## config.mk

```make
export PLATFORM = sky130hd
export DESIGN_NAME = dmem_access_unit
export DESIGN_NICKNAME = d
export VERILOG_FILES = /design/src/rtl/dmem_access_unit.sv
export SDC_FILE = /design/constraint.sdc
export NUM_CORES = 1
export LEC_CHECK = 0
export ABC_CLOCK_PERIOD_IN_PS = 3300
export CORE_MARGIN = 4
export CORE_UTILIZATION = 49
export DETAILED_ROUTE_END_ITERATION = 10
export GPL_TIMING_DRIVEN = 0
export PLACE_DENSITY = 0.94
export RECOVER_POWER = 50
export SYNTH_ARGS = -nofsm -noshare
export SYNTH_HDL_FRONTEND = slang
export SYNTH_SLANG_ARGS = --single-unit
```

## constraint.sdc

```tcl
create_clock -name Clk -period 3.3 [get_ports Clk]
set_input_delay 0.66 -clock Clk [delete_from_list [all_inputs] [get_ports Clk]]
set_output_delay 0.66 -clock Clk [all_outputs]
set_load 0.1 [all_outputs]
```

## src/rtl/dmem_access_unit.sv

```systemverilog
// dmem_access_unit: byte-addressed load/store requests to a word-addressed data memory.
// Sub-word stores are done as read-modify-write. All control outputs are registered;
// only ReqReady and the two memory strobes are gated combinationally by Rst_n.
module dmem_access_unit #(
    parameter int ADDR_WIDTH = 8
) (
    input  logic        Clk,
    input  logic        Rst_n,
    input  logic        ReqValid,
    output logic        ReqReady,
    input  logic        ReqWrite,
    input  logic [2:0]  ReqOp,
    input  logic [31:0] ReqAddr,
    input  logic [31:0] ReqWrData,
    output logic        RespValid,
    output logic        RespErr,
    output logic [31:0] RespData,
    output logic [15:0] AccessCount,
    output logic        DmemRead,
    output logic        DmemWrite,
    output logic [31:0] DmemAddr,
    output logic [31:0] DmemWrData,
    input  logic [31:0] DmemRdData
);

    typedef enum logic [2:0] {IDLE, LOAD, RMW_RD, WRITE, RESP} state_t;

    state_t      state;
    logic [2:0]  opQ;
    logic [1:0]  addrLoQ;
    logic [31:0] wrDataQ;
    logic        dmemReadQ;
    logic        dmemWriteQ;
    logic [15:0] accessCnt;

    logic        reqErr;
    logic [7:0]  ldByte;
    logic [15:0] ldHalf;
    logic [31:0] ldData;
    logic [31:0] mergeData;

    assign ReqReady    = (state == IDLE) & Rst_n;
    assign DmemRead    = dmemReadQ & Rst_n;
    assign DmemWrite   = dmemWriteQ & Rst_n;
    assign AccessCount = accessCnt;

    // Request legality: illegal size, misalignment, or address beyond memory depth
    always_comb begin
        reqErr = (ReqOp[1:0] == 2'b11)
               | ((ReqOp[1:0] == 2'b01) & ReqAddr[0])
               | ((ReqOp[1:0] == 2'b10) & (|ReqAddr[1:0]))
               | (|ReqAddr[31:ADDR_WIDTH+2]);
    end

    // Lane extraction for loads and lane merge for sub-word stores
    always_comb begin
        case (addrLoQ)
            2'd0:    ldByte = DmemRdData[7:0];
            2'd1:    ldByte = DmemRdData[15:8];
            2'd2:    ldByte = DmemRdData[23:16];
            default: ldByte = DmemRdData[31:24];
        endcase
        ldHalf = addrLoQ[1] ? DmemRdData[31:16] : DmemRdData[15:0];

        ldData = DmemRdData;
        if (opQ[1:0] == 2'b00)
            ldData = {{24{~opQ[2] & ldByte[7]}}, ldByte};
        else if (opQ[1:0] == 2'b01)
            ldData = {{16{~opQ[2] & ldHalf[15]}}, ldHalf};

        mergeData = DmemRdData;
        if (opQ[1:0] == 2'b00) begin
            case (addrLoQ)
                2'd0:    mergeData[7:0]   = wrDataQ[7:0];
                2'd1:    mergeData[15:8]  = wrDataQ[7:0];
                2'd2:    mergeData[23:16] = wrDataQ[7:0];
                default: mergeData[31:24] = wrDataQ[7:0];
            endcase
        end else if (addrLoQ[1]) begin
            mergeData[31:16] = wrDataQ[15:0];
        end else begin
            mergeData[15:0] = wrDataQ[15:0];
        end
    end

    // Access sequencer with registered response and memory-port outputs
    always_ff @(posedge Clk) begin
        if (!Rst_n) begin
            state      <= IDLE;
            opQ        <= '0;
            addrLoQ    <= '0;
            wrDataQ    <= '0;
            RespValid  <= 1'b0;
            RespErr    <= 1'b0;
            RespData   <= '0;
            accessCnt  <= '0;
            dmemReadQ  <= 1'b0;
            dmemWriteQ <= 1'b0;
            DmemAddr   <= '0;
            DmemWrData <= '0;
        end else begin
            case (state)
                IDLE: begin
                    if (ReqValid) begin
                        opQ      <= ReqOp;
                        addrLoQ  <= ReqAddr[1:0];
                        wrDataQ  <= ReqWrData;
                        RespData <= '0;
                        if (reqErr) begin
                            state     <= RESP;
                            RespValid <= 1'b1;
                            RespErr   <= 1'b1;
                        end else begin
                            DmemAddr <= {{(32-ADDR_WIDTH){1'b0}}, ReqAddr[ADDR_WIDTH+1:2]};
                            if (!ReqWrite) begin
                                state     <= LOAD;
                                dmemReadQ <= 1'b1;
                            end else if (ReqOp[1:0] == 2'b10) begin
                                state      <= WRITE;
                                dmemWriteQ <= 1'b1;
                                DmemWrData <= ReqWrData;
                            end else begin
                                state     <= RMW_RD;
                                dmemReadQ <= 1'b1;
                            end
                        end
                    end
                end
                LOAD: begin
                    RespData  <= ldData;
                    dmemReadQ <= 1'b0;
                    DmemAddr  <= '0;
                    RespValid <= 1'b1;
                    accessCnt <= accessCnt + 16'd1;
                    state     <= RESP;
                end
                RMW_RD: begin
                    DmemWrData <= mergeData;
                    dmemReadQ  <= 1'b0;
                    dmemWriteQ <= 1'b1;
                    state      <= WRITE;
                end
                WRITE: begin
                    dmemWriteQ <= 1'b0;
                    DmemAddr   <= '0;
                    DmemWrData <= '0;
                    RespValid  <= 1'b1;
                    accessCnt  <= accessCnt + 16'd1;
                    state      <= RESP;
                end
                RESP: begin
                    RespValid <= 1'b0;
                    RespErr   <= 1'b0;
                    RespData  <= '0;
                    state     <= IDLE;
                end
                default: state <= IDLE;
            endcase
        end
    end

endmodule

```

==> flow_metrics.tcl, run 1 <==
set metrics [dict create \
    fillers 824 \
    ant_nets 0 \
    layout-drive-gt1-share_pct 11.1 \
    mostFrequentLayoutCells "clkdlybuf4s50_1 (172), dfxtp_1 (116), nand2_1 (65)" \
    num_io_pins 220 \
    rsz0062_at_grt "no" \
    cp.arrival_ns 2.62 \
    fp.dieW_um 119 \
    ys_types 54 \
    nets 1021 \
    cts_inserted_buffers 17 \
    synth-edff-count 0 \
    gr-usage-all-layers_pct 29.4 \
    startpoint_type "input port" \
    yosys_warnings 0 \
    antenna_found_initial 0 \
    drt_first_pass_iters 9 \
    highest-signal-layer "met4" \
    comb_power_share_pct 15.7 \
    dieArea_um2 14100 \
    stdcell_count 1073 \
    die_h_um 119 \
    status "complete, no violations" \
    worst_pin_slew_ns 1.04 \
    drv_cap 0 \
    cts.htree.levels 4 \
    path_clk_slew_ns 0.05 \
    async_flop_share_pct 0 \
    start_util_pct 50.1 \
    cp_max_fo 10 \
    drtIter0Drc 720 \
    synth_area_um2 6010 \
    clkLatencyLatePin_ns 0.41 \
    seq_area_frac_synth_pct 38.6 \
    fin_worst_skew_ns 0.00431 \
    power.internal_mw 2.89 \
    core_area_um2 12000 \
    cts_tree "yes" \
    rows 40 \
    fin_setup_tns_ns 0 \
    hold_viol_final 0 \
    vias 6399 \
    ys.flop_type "dfxtp_1" \
    p_seq_share_pct 36.9 \
    dp.cells 1045 \
    drc_errors 0 \
    power_frac_clock_pct 47.4 \
    setup_violations 0 \
    p_per_area_nw_per_um2 443 \
    drv_slew 0 \
    grt_max_degree 17 \
    grt_first_pass_wirelength_mm 33.1 \
    drt-wirelength-per-cell_um 19.9 \
    dp_hpwl_mm 15.7 \
    crit_type "input port to output port" \
    clockRootBuffer "clkbuf_16" \
    postSynthAreaPerCell_um2 8.84 \
    hold_class "flop to flop" \
    worstPathRequired_ns 2.64 \
    cts_buffer_depth 2 \
    layout_commonest_cell "clkdlybuf4s50_1" \
    grt_remaining_overflow 0 \
    hold_buffers 0 \
    ir_drop_mv 0.292 \
    n_antenna_cell 0 \
    grt_pass1_vias 6322 \
    met3WireLength_mm 2.43 \
    area_delta_synth_final_pct 46.2 \
    slew_headroom_pct 30.0 \
    fmax_ghz 0.305 \
    p_switching_mw 0.999 \
    cts_sinks 116 \
    synth-seq-cells 116 \
    leakagePower_nw 3.47 \
    period_needed_ns 3.28 \
    synthCells 680 \
    gp_congestion 0.959 \
    worst_setup_path_end_kind "output port" \
    drt-total-wl_mm 21.3 \
    met1_length_mm 8.13 \
    io_buffer_count 195 \
    dr_wl_met2_mm 9.74 \
    holdWs_ns 0.463 \
    period_share_pct 99.5 \
    swShare_pct 25.7 \
    vias_per_cell 5.96 \
]
-- final cells by class --
cell class	count	area (um^2)	share of cell area (%)
Buffer	85	440	5.01
Clock buffer	24	522	5.93
Tap cell	147	184	2.09
Clock inverter	4	70.1	0.797
Multi-Input combinational cell	488	3260	37.0
Timing Repair Buffer	195	1950	22.1
Sequential cell	116	2320	26.4
Inverter	14	52.6	0.598
-- state kept, by name (all words and copies together), names as in the netlist --
name / flops
AccessCount: 16
wrDataQ: 16
dmemWriteQ: 1
dmemReadQ: 1
RespValid: 1
state: 3
DmemAddr: 8
opQ: 3
addrLoQ: 2
DmemWrData: 32
RespErr: 1
RespData: 32
-- path summary, 6_finish.rpt --
check,from,endpoint,slack [ns],cells after the start
worst max-delay path,Rst_n,DmemWrite,0.02,5
worst min-delay path,RespData[0],RespData[0],0.46,2
worst max register to register,state[0],DmemWrData[28],0.38,8
worst min register to register,RespData[0],RespData[0],0.46,2
-- routing by layer --
metal | vias up | track usage (%)
met5 | - | 0
met4 | 0 | 15.2
met3 | 102 | 8.37
met2 | 458 | 46.7
met1 | 2896 | 36.3
li1 | 2943 | -
-- metrics by stage --
| step | setup slack [ns] | area [um^2] | utilization, % | power (mW) |
|---|---|---|---|---|
| floorplan | 0.708 | 6100 | - | 1.83 |
| detailed placement | -0.896 | 8240 | 68.6 | 2.06 |
| CTS | 0.00285 | 8820 | 73.5 | 3.88 |
| global route | 0.0263 | 8790 | 73.2 | 3.98 |
| finish | 0.0167 | 8790 | 73.2 | 3.89 |
| global placement | -0.890 | 8240 | 68.6 | 2.05 |
-- Yosys cell counts, types with 14 or more instances --
| cell | count | area (um^2) |
|---|---|---|
| nand2b_1 | 15 | 93.8 |
| buf_4 | 27 | 203 |
| a221o_1 | 16 | 160 |
| o31ai_1 | 32 | 240 |
| nor2_1 | 20 | 75.1 |
| a21boi_0 | 33 | 248 |
| nand2_1 | 65 | 244 |
| o21bai_1 | 16 | 120 |
| and2_1 | 15 | 93.8 |
| buf_2 | 18 | 90.1 |
| a21oi_1 | 43 | 215 |
| o22ai_1 | 17 | 106 |
| mux2_2 | 16 | 180 |
| clkbuf_1 | 39 | 146 |
| a32oi_1 | 16 | 140 |
| nor2b_1 | 19 | 119 |
| o21ai_0 | 21 | 105 |
| inv_1 | 14 | 52.6 |
| a22oi_1 | 24 | 180 |
| dfxtp_1 | 116 | 2320 |
-- timing repair --
action	4_1_cts	5_1_grt
buffers inserted	0	0
pin swaps	0	0
endpoints found under the setup margin	3	1
resized for setup	13	1
-- critical path, cell delays in order --
cell and delay [ns]:
clkdlybuf4s50_1 0.69, clkbuf_2 0.33, clkbuf_1 0.41, and2_1 0.19, clkbuf_4 0.33
-- cells by family after synthesis --
| kind of cell | count (synthesis) | synth area share, % |
|---|---|---|
| adders and majority gates | 1 | 0.208 |
| and+or+nand+nor | 181 | 16.0 |
| other | 1 | 0.0624 |
| xor gates and xnor gates | 12 | 1.75 |
| buffers and inverters | 99 | 8.24 |
| AOI/OAI and AO/OA | 245 | 28.9 |
| DFF | 116 | 38.6 |
| muxes | 25 | 6.16 |
-- power by group through the flow --
stage	logic (mW)	registers [mW]	clock network (mW)
floorplan	0.357	1.47	0
global placement	0.587	1.46	0
detailed placement	0.593	1.46	0
CTS	0.600	1.43	1.84
global route	0.638	1.44	1.90
finish	0.613	1.44	1.84
No activity file was read; power rests on OpenSTA's default activity.
==> run 2: changes to the inputs <==
--- a/config.mk
+++ b/config.mk
@@ -5,12 +5,12 @@
 export SDC_FILE = /design/constraint.sdc
 export NUM_CORES = 1
 export LEC_CHECK = 0
-export ABC_CLOCK_PERIOD_IN_PS = 3300
+export ABC_CLOCK_PERIOD_IN_PS = 2900
 export CORE_MARGIN = 4
-export CORE_UTILIZATION = 49
+export CORE_UTILIZATION = 30
 export DETAILED_ROUTE_END_ITERATION = 10
 export GPL_TIMING_DRIVEN = 0
-export PLACE_DENSITY = 0.94
+export PLACE_DENSITY = 0.67
 export RECOVER_POWER = 50
 export SYNTH_ARGS = -nofsm -noshare
 export SYNTH_HDL_FRONTEND = slang
==> constraint.sdc (replaced) <==
create_clock -name Clk -period 2.9 [get_ports Clk]
set_input_delay 0.58 -clock Clk [delete_from_list [all_inputs] [get_ports Clk]]
set_output_delay 0.58 -clock Clk [all_outputs]
set_load 0.1 [all_outputs]
==> flow_metrics.tcl, run 2 (synthesis results as in run 1) <==
set metrics [dict create \
    status "complete, no violations" \
    num_io_pins 220 \
    cp_max_fo 19 \
    gr-usage-all-layers_pct 19.7 \
    layout_commonest_cell "clkdlybuf4s50_1" \
    fmax_ghz 0.364 \
    core_area_um2 19600 \
    critical_path.top_delay_family "buffers and inverters" \
    hold_class "flop to flop" \
    drt-total-wl_mm 22.7 \
    cp_cell_sequence "clkdlybuf4s50_1 -> clkbuf_2 -> and2_1 -> buf_4" \
    hold_buffers 0 \
    regArea_um2 2320 \
    final_core_util_pct 46.2 \
    ant_nets 0 \
    dieArea_um2 22400 \
    vias 6159 \
    rows 51 \
    hold_viol_final 0 \
    fp.dieW_um 150 \
    grt_remaining_overflow 0 \
    crit_type "input port to output port" \
    dp_hpwl_mm 17.4 \
    vias_per_cell 5.16 \
    start_util_pct 30.7 \
    io_buffer_count 195 \
    grt_first_pass_wirelength_mm 34.0 \
    grt_pass1_vias 5935 \
    multi_input_area_um2 3270 \
    grt_max_degree 20 \
    cp_num_buf_inv 3 \
    cts_buffer_depth 2 \
    power_mw 4.81 \
    path_clk_slew_ns 0.05 \
    n_antenna_cell 0 \
    gp_congestion 0.944 \
    startpoint_type "input port" \
    cts.htree.levels 4 \
    drtIter0Drc 615 \
    period_needed_ns 2.75 \
    antenna_found_initial 1 \
    rsz0062_at_grt "no" \
    drc_errors 0 \
    drt-wirelength-per-cell_um 19.0 \
    cts_sinks 116 \
    ir_drop_mv 0.373 \
    fin_worst_skew_ns 0.0109 \
    clockRootBuffer "clkbuf_16" \
    cts_tree "yes" \
    drv_cap 0 \
    area_delta_synth_final_pct 50.6 \
    fillers 1927 \
    drv_slew 0 \
    slew_headroom_pct 31.5 \
    rrSetupSlack_ns 0.33 \
    worst_setup_path_end_kind "output port" \
    layout-drive-gt1-share_pct 11.7 \
    crit_slowest_cell "clkdlybuf4s50_1" \
    drt_first_pass_iters 7 \
    mostFrequentLayoutCells "clkdlybuf4s50_1 (159), dfxtp_1 (116), nand2_1 (65)" \
    cp.arrival_ns 2.17 \
    clkLatencyLatePin_ns 0.42 \
    reg_top3 "DmemWrData (32), RespData (32)" \
    worst_path_largest_cell_delay_ns 0.67 \
    period_share_pct 94.8 \
    holdWs_ns 0.465 \
    leakagePower_nw 3.57 \
    die_h_um 150 \
    setup_violations 0 \
    worst_pin_slew_ns 1.02 \
    cts_inserted_buffers 17 \
    nets 1020 \
    worstPathRequired_ns 2.32 \
    p_per_area_nw_per_um2 531 \
]
## run 2: cell types whose count changed in the layout (fill, tap and decap cells not counted), sizes merged
| cell | previous run | this run |
|---|---|---|
| clkdlybuf4s50 | 172 | 159 |
| dlygate4sd3 | 20 | 33 |
| bufinv | 2 | 6 |
| clkbuf | 67 | 63 |
| buf | 44 | 47 |
| clkdlybuf4s15 | 0 | 1 |
| clkinv | 2 | 1 |
| clkinvlp | 0 | 1 |
| dlygate4sd2 | 1 | 0 |
## run 2: repair_timing
item                       4_1_cts  5_1_grt
setup endpoints to repair        3        0
buffers inserted                 0        0
resized for setup               16        0
## run 2: report_power, final
group | switching [mW] | internal (mW) | leakage (nW)
combinational | 0.422 | 0.276 | 2.30
clock | 0.760 | 1.73 | 0.337
sequential | 0.0159 | 1.61 | 0.938
total | 1.20 | 3.62 | 3.57
## run 2: final timing paths
check               from  depth (start not counted)        endpoint
max                Rst_n                          4        DmemRead
min          RespData[0]                          2     RespData[0]
max reg2reg     state[0]                          8  DmemWrData[23]
min reg2reg  RespData[0]                          2     RespData[0]
## run 2: tightest hold or removal path: stages, from the launching register on
cell and delay, ns:
dfxtp_1 0.30, nand2_1 0.05, a21boi_0 0.07
## run 2: layer usage
layer  share of wire, %  up-vias  global-route usage (%)
met5              0.035        -                       0
met2                 45      298                    30.3
met1                 44     2885                    26.8
li1                   -     2941                       -
met4                2.1        2                    6.59
met3                9.0       33                    5.39
## run 2: layout make-up
class / instances / share of cell area (%)
timing repair buffer: 195 / 21.5
buffer: 84 / 4.85
tap: 265 / 3.66
multi-input combinational: 488 / 36.1
clock inverter: 8 / 2.13
clock buffer: 24 / 5.54
inverter: 14 / 0.580
sequential: 116 / 25.6
## run 2: through the flow
step                      std cells  area, um^2  setup WS, ns  TNS (ns)
final                          1194        9060         0.151         0
after global routing           1194        9060        0.0211         0
after CTS                      1194        9080         0.109         0
after detailed placement       1163        8390         -1.21     -2.86
after global placement         1163        8390         -1.18     -2.80
after floorplan                 703        6100         0.468         0
